## src/rtl/apb_gpio_n_if.sv

```systemverilog
// apb_gpio_n_if: APB slave bus bundle for the GPIO block.
//   PSEL/PENABLE/PWRITE : transfer control (master -> slave)
//   PADDR[7:0]          : byte address
//   PWDATA[31:0]        : write data
//   PRDATA[31:0]        : read data (slave -> master)
//   PREADY / PSLVERR    : transfer ready / error (slave -> master)
interface apb_gpio_n_if;
    logic        PSEL;
    logic        PENABLE;
    logic        PWRITE;
    logic [7:0]  PADDR;
    logic [31:0] PWDATA;
    logic [31:0] PRDATA;
    logic        PREADY;
    logic        PSLVERR;
    modport master (output PSEL, PENABLE, PWRITE, PADDR, PWDATA, input PRDATA, PREADY, PSLVERR);
    modport slave  (input PSEL, PENABLE, PWRITE, PADDR, PWDATA, output PRDATA, PREADY, PSLVERR);
endinterface

```

## src/rtl/apb_gpio_n.sv

```systemverilog
// apb_gpio_n: APB GPIO block with synchronised, debounced inputs and per-pin interrupts.
//   PCLK, PRESETn     : clock, asynchronous active-low reset
//   apb               : APB slave bus (zero wait states, PREADY tied high)
//   gpio_in_raw       : asynchronous pad inputs
//   gpio_out/gpio_oe  : output data / output enable straight from OUT / DIR
//   gpio_irq          : level interrupt, OR of INT_STATUS & INT_MASK
// Optional macro GPIO_ATOMIC_OUT_EN adds write-only OUT_SET/OUT_CLR/OUT_TGL at 0x24/0x28/0x2C.
module apb_gpio_n #(
    parameter int WIDTH    = 32,
    parameter int DB_CNT_W = 8
) (
    input  logic             PCLK,
    input  logic             PRESETn,
    apb_gpio_n_if.slave      apb,
    input  logic [WIDTH-1:0] gpio_in_raw,
    output logic [WIDTH-1:0] gpio_out,
    output logic [WIDTH-1:0] gpio_oe,
    output logic             gpio_irq
);
    localparam logic [7:0] A_DIR  = 8'h00;
    localparam logic [7:0] A_OUT  = 8'h04;
    localparam logic [7:0] A_IN   = 8'h08;
    localparam logic [7:0] A_MASK = 8'h0C;
    localparam logic [7:0] A_STS  = 8'h10;
    localparam logic [7:0] A_TYPE = 8'h14;
    localparam logic [7:0] A_POL  = 8'h18;
    localparam logic [7:0] A_DB   = 8'h1C;
    localparam logic [7:0] A_BOTH = 8'h20;
    localparam logic [7:0] A_RAW  = 8'h30;
`ifdef GPIO_ATOMIC_OUT_EN
    localparam logic [7:0] A_SET  = 8'h24;
    localparam logic [7:0] A_CLR  = 8'h28;
    localparam logic [7:0] A_TGL  = 8'h2C;
`endif
    localparam logic [DB_CNT_W-1:0] ONE = DB_CNT_W'(1);

    logic [WIDTH-1:0]    r_dir, r_out, r_mask, r_status, r_type, r_pol, r_both, r_raw;
    logic [WIDTH-1:0]    r_sync1, r_sync2, r_deb, r_deb_d;
    logic [DB_CNT_W-1:0] r_dbcfg;
    logic [DB_CNT_W-1:0] r_cnt [WIDTH];

    logic                w_acc, w_we, w_rd_ok, w_wr_ok, w_atom, w_cfg_wr;
    logic [WIDTH-1:0]    w_wd, w_w1c, w_rise, w_fall, w_edge, w_lvl, w_ev;
    logic [31:0]         w_rdata;
    logic                w_unused;

    assign w_unused = ^apb.PWDATA;
    assign w_wd     = apb.PWDATA[WIDTH-1:0];
    assign w_acc    = apb.PSEL & apb.PENABLE;

`ifdef GPIO_ATOMIC_OUT_EN
    assign w_atom = apb.PADDR inside {A_SET, A_CLR, A_TGL};
`else
    assign w_atom = 1'b0;
`endif

    assign w_wr_ok  = (apb.PADDR inside {A_DIR, A_OUT, A_MASK, A_STS, A_TYPE, A_POL, A_DB, A_BOTH}) | w_atom;
    assign w_rd_ok  = (apb.PADDR inside {A_DIR, A_OUT, A_IN, A_MASK, A_STS, A_TYPE, A_POL, A_DB, A_BOTH, A_RAW}) | w_atom;
    assign w_we     = w_acc & apb.PWRITE & w_wr_ok;
    assign w_cfg_wr = w_we & (apb.PADDR == A_DB);
    assign w_w1c    = (w_we && apb.PADDR == A_STS) ? w_wd : '0;

    // Event detection works on the debounced value and its one-cycle delayed copy.
    assign w_rise = r_deb & ~r_deb_d;
    assign w_fall = ~r_deb & r_deb_d;
    assign w_edge = (r_both & (w_rise | w_fall)) | (~r_both & r_pol & w_rise) | (~r_both & ~r_pol & w_fall);
    assign w_lvl  = ~(r_deb ^ r_pol);
    assign w_ev   = (r_type & w_edge) | (~r_type & w_lvl);

    always_comb begin
        w_rdata = '0;
        case (apb.PADDR)
            A_DIR:   w_rdata = 32'(r_dir);
            A_OUT:   w_rdata = 32'(r_out);
            A_IN:    w_rdata = 32'(r_deb);
            A_MASK:  w_rdata = 32'(r_mask);
            A_STS:   w_rdata = 32'(r_status);
            A_TYPE:  w_rdata = 32'(r_type);
            A_POL:   w_rdata = 32'(r_pol);
            A_DB:    w_rdata = 32'(r_dbcfg);
            A_BOTH:  w_rdata = 32'(r_both);
            A_RAW:   w_rdata = 32'(r_raw);
            default: w_rdata = '0;
        endcase
    end

    assign apb.PREADY  = 1'b1;
    assign apb.PRDATA  = (w_acc & ~apb.PWRITE & w_rd_ok) ? w_rdata : '0;
    assign apb.PSLVERR = PRESETn & w_acc & (apb.PWRITE ? ~w_wr_ok : ~w_rd_ok);

    assign gpio_out = r_out;
    assign gpio_oe  = r_dir;
    assign gpio_irq = |(r_status & r_mask);

    always_ff @(posedge PCLK or negedge PRESETn) begin
        if (!PRESETn) begin
            r_dir    <= '0;
            r_out    <= '0;
            r_mask   <= '0;
            r_status <= '0;
            r_type   <= '0;
            r_pol    <= '0;
            r_both   <= '0;
            r_raw    <= '0;
            r_dbcfg  <= '0;
        end else begin
            if (w_we && apb.PADDR == A_DIR)  r_dir  <= w_wd;
            if (w_we && apb.PADDR == A_MASK) r_mask <= w_wd;
            if (w_we && apb.PADDR == A_TYPE) r_type <= w_wd;
            if (w_we && apb.PADDR == A_POL)  r_pol  <= w_wd;
            if (w_we && apb.PADDR == A_BOTH) r_both <= w_wd;
            if (w_cfg_wr)                    r_dbcfg <= apb.PWDATA[DB_CNT_W-1:0];
`ifdef GPIO_ATOMIC_OUT_EN
            if (w_we)
                r_out <= (apb.PADDR == A_OUT) ? w_wd :
                         (apb.PADDR == A_SET) ? (r_out | w_wd) :
                         (apb.PADDR == A_CLR) ? (r_out & ~w_wd) :
                         (apb.PADDR == A_TGL) ? (r_out ^ w_wd) : r_out;
`else
            if (w_we && apb.PADDR == A_OUT)  r_out <= w_wd;
`endif
            r_raw    <= w_ev;
            // A new event sets the bit even when the same write clears it.
            r_status <= (r_status & ~w_w1c) | (w_ev & r_mask);
        end
    end

    always_ff @(posedge PCLK or negedge PRESETn) begin
        if (!PRESETn) begin
            r_sync1 <= '0;
            r_sync2 <= '0;
            r_deb   <= '0;
            r_deb_d <= '0;
            for (int k = 0; k < WIDTH; k++) r_cnt[k] <= '0;
        end else begin
            r_sync1 <= gpio_in_raw;
            r_sync2 <= r_sync1;
            r_deb_d <= r_deb;
            for (int k = 0; k < WIDTH; k++) begin
                // A config write restarts every count but keeps the debounced value.
                if (w_cfg_wr)
                    r_cnt[k] <= '0;
                else if (r_dbcfg == '0)
                    r_deb[k] <= r_sync2[k];
                else if (r_sync2[k] == r_deb[k])
                    r_cnt[k] <= '0;
                else if (r_cnt[k] + ONE == r_dbcfg) begin
                    r_deb[k] <= r_sync2[k];
                    r_cnt[k] <= '0;
                end else
                    r_cnt[k] <= r_cnt[k] + ONE;
            end
        end
    end
endmodule

```

## src/flat_wrapper.sv

```systemverilog
// flat-port wrapper written by rule: the top's interface ports become plain ports
module apb_gpio_n_flat 
#(
    parameter int WIDTH    = 32,
    parameter int DB_CNT_W = 8
)
  (PCLK, PRESETn, gpio_in_raw, gpio_out, gpio_oe, gpio_irq, apb_PSEL, apb_PENABLE, apb_PWRITE, apb_PADDR, apb_PWDATA, apb_PRDATA, apb_PREADY, apb_PSLVERR);
  apb_gpio_n_if apb_i ();
  input  logic PCLK;
  input  logic PRESETn;
  input  logic [WIDTH-1:0] gpio_in_raw;
  output logic [WIDTH-1:0] gpio_out;
  output logic [WIDTH-1:0] gpio_oe;
  output logic gpio_irq;
  input wire logic [$bits(apb_i.PSEL)-1:0] apb_PSEL;
  input wire logic [$bits(apb_i.PENABLE)-1:0] apb_PENABLE;
  input wire logic [$bits(apb_i.PWRITE)-1:0] apb_PWRITE;
  input wire logic [$bits(apb_i.PADDR)-1:0] apb_PADDR;
  input wire logic [$bits(apb_i.PWDATA)-1:0] apb_PWDATA;
  output wire logic [$bits(apb_i.PRDATA)-1:0] apb_PRDATA;
  output wire logic [$bits(apb_i.PREADY)-1:0] apb_PREADY;
  output wire logic [$bits(apb_i.PSLVERR)-1:0] apb_PSLVERR;
  assign apb_i.PSEL = apb_PSEL;
  assign apb_i.PENABLE = apb_PENABLE;
  assign apb_i.PWRITE = apb_PWRITE;
  assign apb_i.PADDR = apb_PADDR;
  assign apb_i.PWDATA = apb_PWDATA;
  assign apb_PRDATA = apb_i.PRDATA;
  assign apb_PREADY = apb_i.PREADY;
  assign apb_PSLVERR = apb_i.PSLVERR;
  apb_gpio_n #(.WIDTH(WIDTH), .DB_CNT_W(DB_CNT_W)) u_core (.PCLK(PCLK), .PRESETn(PRESETn), .apb(apb_i), .gpio_in_raw(gpio_in_raw), .gpio_out(gpio_out), .gpio_oe(gpio_oe), .gpio_irq(gpio_irq));
endmodule
```

## config.mk

```make
export PLATFORM = sky130hd
export DESIGN_NAME = apb_gpio_n_flat
export DESIGN_NICKNAME = d
export VERILOG_FILES = /design/src/rtl/apb_gpio_n_if.sv /design/src/rtl/apb_gpio_n.sv /design/src/flat_wrapper.sv
export SDC_FILE = /design/constraint.sdc
export NUM_CORES = 1
export LEC_CHECK = 0
export CAP_MARGIN = 40
export CORE_MARGIN = 3
export CORE_UTILIZATION = 40
export CTS_CLUSTER_SIZE = 25
export DETAILED_ROUTE_END_ITERATION = 10
export SLEW_MARGIN = 10
export SYNTH_ARGS = -nofsm -noshare
export SYNTH_HDL_FRONTEND = slang
export SYNTH_SLANG_ARGS = --single-unit
```

## constraint.sdc

```tcl
create_clock -name PCLK -period 6.79 [get_ports PCLK]
set_clock_uncertainty 0.05 [all_clocks]
set_input_delay 1.358 -clock PCLK [delete_from_list [all_inputs] [get_ports PCLK]]
set_output_delay 1.358 -clock PCLK [all_outputs]
set_load 0.03 [all_outputs]
```

# Word-level counts from Yosys, hierarchy flattened
# Index checks and enable logic that the tools add are counted.
dict set report classes {
  mux 228
  reduce_logical 76
  n_eq_ne 106
  bitwise_logic 37
  addsub 32
}
# op n
set op_table {}
lappend op_table {{2-to-1 mux 8 bit} 128}
lappend op_table {{AND 32 bit} 12}
lappend op_table {{one-hot mux 32 bit (10 select lines)} 1}
lappend op_table {{adder 8 x 1 -> 8 bit (second input constant)} 32}
lappend op_table {{== test 8 bit} 32}
lappend op_table {{inverter 32 bit} 7}
lappend op_table {{OR 32 bit} 5}
lappend op_table {{2-to-1 mux 1 bit} 97}
lappend op_table {{AND reduction 3 bit} 32}
lappend op_table {{2-to-1 mux 32 bit} 2}
lappend op_table {{!= test 2 x 1 -> 1 bit (second input constant)} 32}
lappend op_table {{nonzero test 2 bit} 32}
lappend op_table {{== test 1 bit} 32}
lappend op_table {{== test 8 x 5 -> 1 bit (second input constant)} 4}
lappend op_table {{OR reduction 32 bit} 1}
lappend op_table {{XOR 32 bit} 1}
lappend op_table {{== test 8 x 4 -> 1 bit (second input constant)} 2}
lappend op_table {{== test 8 x 6 -> 1 bit (second input constant)} 2}
lappend op_table {{logical NOT 8 bit} 2}
lappend op_table {{nonzero test 10 bit} 1}
lappend op_table {{AND 1 bit} 8}
lappend op_table {{== test 8 x 3 -> 1 bit (second input constant)} 1}
lappend op_table {{nonzero test 8 bit} 1}
lappend op_table {{logical AND 1 bit} 7}
lappend op_table {{2 further kinds} 5}
dict set report totals {
  word_cells 555
  regBits 648
  inputBits 77
  output_inout_bits 99
}

# Depth between registers and ports, before layout
# Gate-level depths: netlist of run 1.
dict set report logic_depth {
  depth_word 10
  depth_mapped 12
  depth_no_buf 7
}

# Least setup slack after synthesis of run 1
# Ideal clock, no wire load.
dict set report synth_timing {
  path_type {in2out}
  startpoint {in apb_PADDR[4]}
  endpoint {out apb_PRDATA[0]}
  t_arrival_ns 3.550
  setup_slack_ns 1.832
  path_buffers 3
  t_required_ns 5.382
  path_stages 8
  cell_sequence {buf_2 -> or4_1 -> clkbuf_1 -> nor2_1 -> nor2_1 -> a211o_1 -> clkbuf_1 -> a31oi_1}
}
dict set report synth_via {
  elab_chain_cells 4
  word_cells_on_any_way 14
  cone_classes {eq/ne: 9; mux: 2; bitwise: 1; reduce/logical: 2}
}
# item line_no
set synth_rtl {}
lappend synth_rtl {{from (decl)} flat_wrapper.sv:18} ;# input wire logic [$bits(apb_i.PADDR)-1:0] apb_PADDR;
lappend synth_rtl {{== test 8 x 3 -> 1 bit (tied with other cells)} {apb_gpio_n.sv:58, apb_gpio_n.sv:72}}
lappend synth_rtl {{nonzero test 10 bit} apb_gpio_n.sv:58} ;# assign w_rd_ok = (apb.PADDR inside {A_DIR, A_OUT, A_IN, A_MASK, A_STS, A_TYPE, A_POL, A_DB, A_BOTH, A_RAW}) | ...
lappend synth_rtl {{AND 1 bit} apb_gpio_n.sv:88} ;# assign apb.PRDATA = (w_acc & ~apb.PWRITE & w_rd_ok) ? w_rdata : '0;
lappend synth_rtl {{2-to-1 mux 32 bit (*)} apb_gpio_n.sv:88}
lappend synth_rtl {{to (decl)} flat_wrapper.sv:20} ;# output wire logic [$bits(apb_i.PRDATA)-1:0] apb_PRDATA;
# Every way passes the cells marked *; elsewhere a longest branch is shown, timed or not.

# Final worst setup path of run 1
dict set report layout_timing {
  startpoint {in apb_PADDR[1]}
  endpoint {out apb_PRDATA[1]}
}
# The elaborated chain is that of the path after synthesis.

==> results of run 1 <==
-- stage by stage --
stage | power [mW] | worst slack (ns) | instances | cell area (µm²) | util
2_1_floorplan | 4.392 | 1.832 | 3874 | 38530 | -
3_3_place_gp | 4.640 | 0.9613 | 5119 | 41440 | 0.4348
3_5_place_dp | 4.653 | 0.9323 | 5134 | 41740 | 0.4380
4_1_cts | 9.049 | 0.9209 | 5265 | 44380 | 0.4657
5_1_grt | 9.276 | 0.7184 | 5265 | 44380 | 0.4657
6_report | 8.955 | 0.8332 | 5266 | 44380 | 0.4657
-- cell usage in the layout (no fill, tap or decap), drive strengths merged, types with 31 or more instances in the layout --
master / instances
clkbuf: 105
a31oi: 82
o211ai: 53
nand3: 144
a22o: 100
ha: 96
or3: 32
nand4: 56
inv: 135
a21oi: 69
xor2: 167
o21ai: 200
nor2: 160
a22oi: 75
buf: 108
mux2: 254
and3: 46
xnor2: 212
clkdlybuf4s50: 141
a221oi: 42
nor2b: 36
and2: 31
nor3: 83
dfrtp: 648
o31ai: 53
nand2: 361
-- cells in the mapped netlist, types with 80 or more instances --
master,count,area [µm²]
a22o_1,100,875.8
a31oi_1,82,513.0
clkbuf_1,131,491.7
dfrtp_1,648,16220
ha_1,96,1201
inv_1,133,499.2
mux2_2,251,2826
nand2_1,359,1348
nand3_1,144,720.7
nor2_1,155,581.8
nor3_1,80,400.4
o21ai_0,190,950.9
xnor2_1,212,1857
xor2_1,166,1454
-- worst register-to-register path, cell delays in order, from the launching register on --
cell	delay, ns
dfrtp_4	0.87
buf_4	0.66
inv_1	0.45
nor3_1	0.29
a211oi_1	0.14
a2111oi_4	0.65
nor3_2	0.23
a221o_1	0.38
-- logic make-up after synthesis --
group / synth area share
AO/OA/AOI/OAI: 0.1855
XOR/XNOR: 0.08693
adder cells (fa/ha/maj): 0.03169
buffers and inverters: 0.04445
flip-flops: 0.4208
multiplexers: 0.08212
other: 0.00009732
AND/OR/NAND/NOR: 0.1484
-- layer usage --
metal,track usage,share of wire
met1,0.3231,0.46
met2,0.3578,0.45
met3,0.03274,0.063
met4,0.07898,0.032
met5,0,0.00011
-- power groups by stage --
stage,sequential (mW),combinational [mW],clock [mW]
6_report,4.04,0.545,4.37
3_5_place_dp,4.10,0.549,0
5_1_grt,4.05,0.608,4.62
3_3_place_gp,4.10,0.536,0
2_1_floorplan,4.06,0.335,0
4_1_cts,4.04,0.551,4.46
-- area by class of cell --
type / instances / area, µm² / share of cell area
multi-input combinational: 2839 / 20700 / 0.4663
sequential: 648 / 16230 / 0.3657
timing repair buffer: 249 / 2733 / 0.06157
clock buffer: 105 / 2162 / 0.04872
tap: 1265 / 1583 / 0.03566
inverter: 133 / 499.2 / 0.01125
clock inverter: 26 / 474.2 / 0.01069
antenna: 1 / 2.502 / 0.00005639
-- final timing paths --
| path | cells past startpoint | startpoint | endpoint |
|---|---|---|---|
| worst max-delay path | 8 | apb_PADDR[1] | apb_PRDATA[1] |
| worst min-delay path | 0 | u_core.r_sync1[17]$_DFF_PN0_ | u_core.r_sync2[17]$_DFF_PN0_ |
| worst max register to register | 7 | u_core.r_dbcfg[5]$_DFFE_PN0N_ | u_core.r_cnt[4]$_DFFE_PN0P_ |
| worst min register to register | 0 | u_core.r_sync1[17]$_DFF_PN0_ | u_core.r_sync2[17]$_DFF_PN0_ |
| max in group asynchronous | 3 | PRESETn | u_core.r_mask[29]$_DFFE_PN0P_ |
| min in group asynchronous | 1 | PRESETn | u_core.r_status[1]$_DFF_PN0_ |
==> impl_metrics.ini, run 1 <==
[final_layout]
fillers = 8896
top_register = u_core.r_cnt
largest_reg_flops = 256
nNetsFinal = 4119
area_growth_syn_to_layout_pct = 15.18
drive_above_1_share = 0.1470

[logic_synthesis]
yosysUniqueCellTypes = 103
synth_warnings = 0
postSynthCellCount = 3874
synth_edf_count = 0
synth_area_per_cell_um2 = 9.946
synth_area_um2 = 38530
synth-seq-area-share = 0.4208
synth_nets = 4047
ys_async_sr_fraction = 1.000
synth-seq-cells = 648
ys.flop_type = dfrtp_1

[power]
power_frac_seq = 0.451
power_frac_comb = 0.061
p_int_mw = 6.863
netSwitchingPower_mw = 2.091
p_leak_nw = 18.28
peakVddDrop_uv = 217.8
pwr-share-clk = 0.488
power.density_nw_per_um2 = 201.8
netSwitchingFraction = 0.2335

[floorplanning]
die_h_um = 316.4
core_area_um2 = 95290
die_x_um = 316.4
ioPinCount = 176
initial_core_util = 0.4043
die-area_um2 = 100100
num_rows = 113

[routing]
firstDrtPassIters = 6
wl_per_cell_um = 21.96
vias_per_cell = 5.925
ant_nets = 0
drt_iter0_drc = 2934
vias = 31200
drt_wl_total_mm = 115.7
drc_errors = 0

[worst_hold_path]
hold_path.class = reg -> reg

[setup_path]
critPathTopFamily = simple AND/OR/NAND/NOR gates
cp_num_buf_inv = 2
rrSetupSlack_ns = 2.93
cp_cell_sequence = clkdlybuf4s50_1 > nor4b_4 > nor2b_2 > a22oi_1 > nand2_1 > a221oi_1 > a31oi_1 > buf_12
path_max_fanout = 11
required_ns = 5.38
crit_path_max_incr_delay_ns = 0.80
path_class = in -> out
cpMaxStageDelayCell = nor2b_2
cp.arrival_ns = 4.55
crit_path_start_kind = input port
end_kind = output port

[status]
status = finished, final reports clean

[clock_tree]
path_clk_slew_ns = 0.06
cts_tree = yes
cts_resized = 0
clkLatencyLatePin_ns = 0.63
cts_root_buf = clkbuf_16
cts-buffers-inserted = 75
h-tree-depth = 3
ctsHoldBuffers = 0
clock_path_buffers = 3
cts_setup_buffers = 0
cts_sinks = 648

[global_route]
grt_pass1_vias = 29830
grt_overflow_total = 0
antenna_found_initial = 1
grt_pass1_wl_mm = 179.7
grt_max_degree = 154
grtUsageTotal = 0.2282

[sta]
fin_crit_ns = 5.957
hold_viol = 0
finalSetupViolCount = 0
setup_tns_ns = 0
worst_pin_slew_ns = 0.9816
period_share = 0.8773
slew_headroom = 0.3456
rsz0062_at_grt = no
hold_ws_ns = 0.2986
slew_violations = 0
max_clock_freq_ghz = 0.1679

[flow_run]
max-cap-violations = 0

[placement]
portBuffers = 174
gp_congestion = 0.8790
dpl.hpwl_mm = 75.99
Note: power is estimated with default switching activity, not from simulation.
==> run 2, diff against run 1 <==
Settings changed: CORE_MARGIN 3 to 2.
==> run 2 against run 1 <==
  * Utilization is 0.11 points lower
  * Sequential cell count did not move
  * Sequential power hardly changed
  * First-iteration DRC count fell by 7.1%
  * Worst hold slack got worse by 0.0034 ns
  * Power shrank 2.9%
  * Cell count rose by 0.17%
  * Critical path type unchanged
  * Largest power group unchanged
==> impl_metrics.ini, run 2 (same netlist as run 1, synthesis figures left out) <==
[clock_tree]
cts_root_buf = clkbuf_16
path_clk_slew_ns = 0.05
h-tree-depth = 3
clock_path_buffers = 3
cts_sinks = 648
cts_resized = 0
cts_setup_buffers = 0
cts-buffers-inserted = 75
clkLatencyLatePin_ns = 0.64
cts_tree = yes
ctsHoldBuffers = 0

[sta]
slew_violations = 0
finalSetupViolCount = 0
period_share = 0.8556
setup_tns_ns = 0
hold_viol = 0
worst_pin_slew_ns = 0.8973
max_clock_freq_ghz = 0.1721
hold_ws_ns = 0.2952
fin_crit_ns = 5.809
slew_headroom = 0.4012
layout_setup_ws_ns = 0.9806
rsz0062_at_grt = no

[placement]
portBuffers = 174
dpl.hpwl_mm = 75.91
gp_congestion = 0.9033
dp_slack_ns = 1.036
place_area_um2 = 41780
dp.cells = 5138

[setup_path]
end_kind = output port
path_max_fanout = 23
crit_path_start_kind = input port
cp.arrival_ns = 4.40
cp_cell_sequence = clkdlybuf4s50_1 > or4_1 > nor2_2 > buf_4 > a22oi_1 > nand2_1 > a221oi_1 > a31oi_1 > buf_12
required_ns = 5.38
crit_path_max_incr_delay_ns = 0.93
cpMaxStageDelayCell = or4_1
path_class = in -> out

[routing]
drc_errors = 0
firstDrtPassIters = 7
vias_per_cell = 5.905
drt_iter0_drc = 2725
wl_per_cell_um = 21.75
vias = 31150
drt_wl_total_mm = 114.8
ant_nets = 0

[flow_run]
max-cap-violations = 0

[worst_hold_path]
hold_path.class = reg -> reg

[global_route]
grtUsageTotal = 0.2302
grt_overflow_total = 0
grt_pass1_wl_mm = 179.7
antenna_found_initial = 2
grt_pass1_vias = 29780
grt_max_degree = 139

[floorplanning]
core_area_um2 = 95290
num_rows = 113
die-area_um2 = 98830
die_h_um = 314.4
initial_core_util = 0.4043
ioPinCount = 176
die_x_um = 314.4

[power]
peakVddDrop_uv = 199.1
pwr-share-clk = 0.473
power_frac_seq = 0.465
p_int_mw = 6.590
netSwitchingPower_mw = 2.107
power.density_nw_per_um2 = 196.4
p_leak_nw = 18.26
netSwitchingFraction = 0.2423
power_frac_comb = 0.062

[final_layout]
top_register = u_core.r_cnt
mostFrequentLayoutCell = dfrtp_1
drive_above_1_share = 0.1482
final_cells = 5275
final_area_um2 = 44280
layout_common_cells = 640 x dfrtp_1, 355 x nand2_1, 251 x mux2_2
largest_reg_flops = 256
area_growth_syn_to_layout_pct = 14.91
nNetsFinal = 4123

[status]
status = finished, final reports clean
run 2: cell types whose count changed in the layout (fill, tap and decap cells not counted), moves of 3 or more:
cell        delta
buf_12         +4
bufinv_16      -9
clkbuf_1       +3
clkbuf_8       +5
clkinv_2       +6
clkinvlp_4     -3
run 2: cell type report:
cell class / count / area, µm²
fillers: 8933 / 51020
multi-input cells: 2839 / 20700
flip-flops and latches: 648 / 16230
repair buffers: 253 / 2773
clock buffers: 113 / 2242
well taps: 1265 / 1583
inverters: 133 / 499.2
clock inverters: 23 / 252.7
diodes: 1 / 2.502
run 2: power groups by stage:
stage | sequential (mW) | combinational, mW | clock (mW)
6_report | 4.04 | 0.537 | 4.12
3_5_place_dp | 4.11 | 0.541 | 0
2_1_floorplan | 4.06 | 0.335 | 0
5_1_grt | 4.05 | 0.598 | 4.36
3_3_place_gp | 4.11 | 0.529 | 0
4_1_cts | 4.04 | 0.543 | 4.21
run 2: stage by stage:
stage | power (mW) | utilization
3_3_place_gp | 4.640 | 0.4356
5_1_grt | 9.013 | 0.4646
6_report | 8.697 | 0.4647
3_5_place_dp | 4.652 | 0.4384
2_1_floorplan | 4.392 | -
4_1_cts | 8.795 | 0.4646
run 2: layer usage:
layer | global-route usage | up-vias | wire (µm)
li1 | - | 14440 | -
met1 | 0.3253 | 15450 | 51720
met2 | 0.3585 | 1065 | 51900
met3 | 0.03768 | 193 | 7625
met4 | 0.07846 | 2 | 3496
met5 | 0 | - | 13
run 2: worst paths after layout:
path	startpoint	end	slack, ns	cells after the start
max in group asynchronous	PRESETn	u_core.gpio_oe[12]$_DFFE_PN0P_	4.11	3
min	u_core.r_sync1[10]$_DFF_PN0_	u_core.r_sync2[10]$_DFF_PN0_	0.30	0
min reg2reg	u_core.r_sync1[10]$_DFF_PN0_	u_core.r_sync2[10]$_DFF_PN0_	0.30	0
max reg2reg	u_core.r_dbcfg[5]$_DFFE_PN0N_	u_core.r_cnt[7]$_DFFE_PN0P_	2.98	7
max	apb_PADDR[5]	apb_PRDATA[1]	0.98	9
min in group asynchronous	PRESETn	u_core.r_cnt[251]$_DFFE_PN0P_	0.59	1
run 2: critical path: cells and delay by family:
family / cells / cell delay (ns)
buffers and inverters: 3 / 1.05
and+or+nand+nor: 3 / 1.25
AOI/OAI and AO/OA: 3 / 0.73
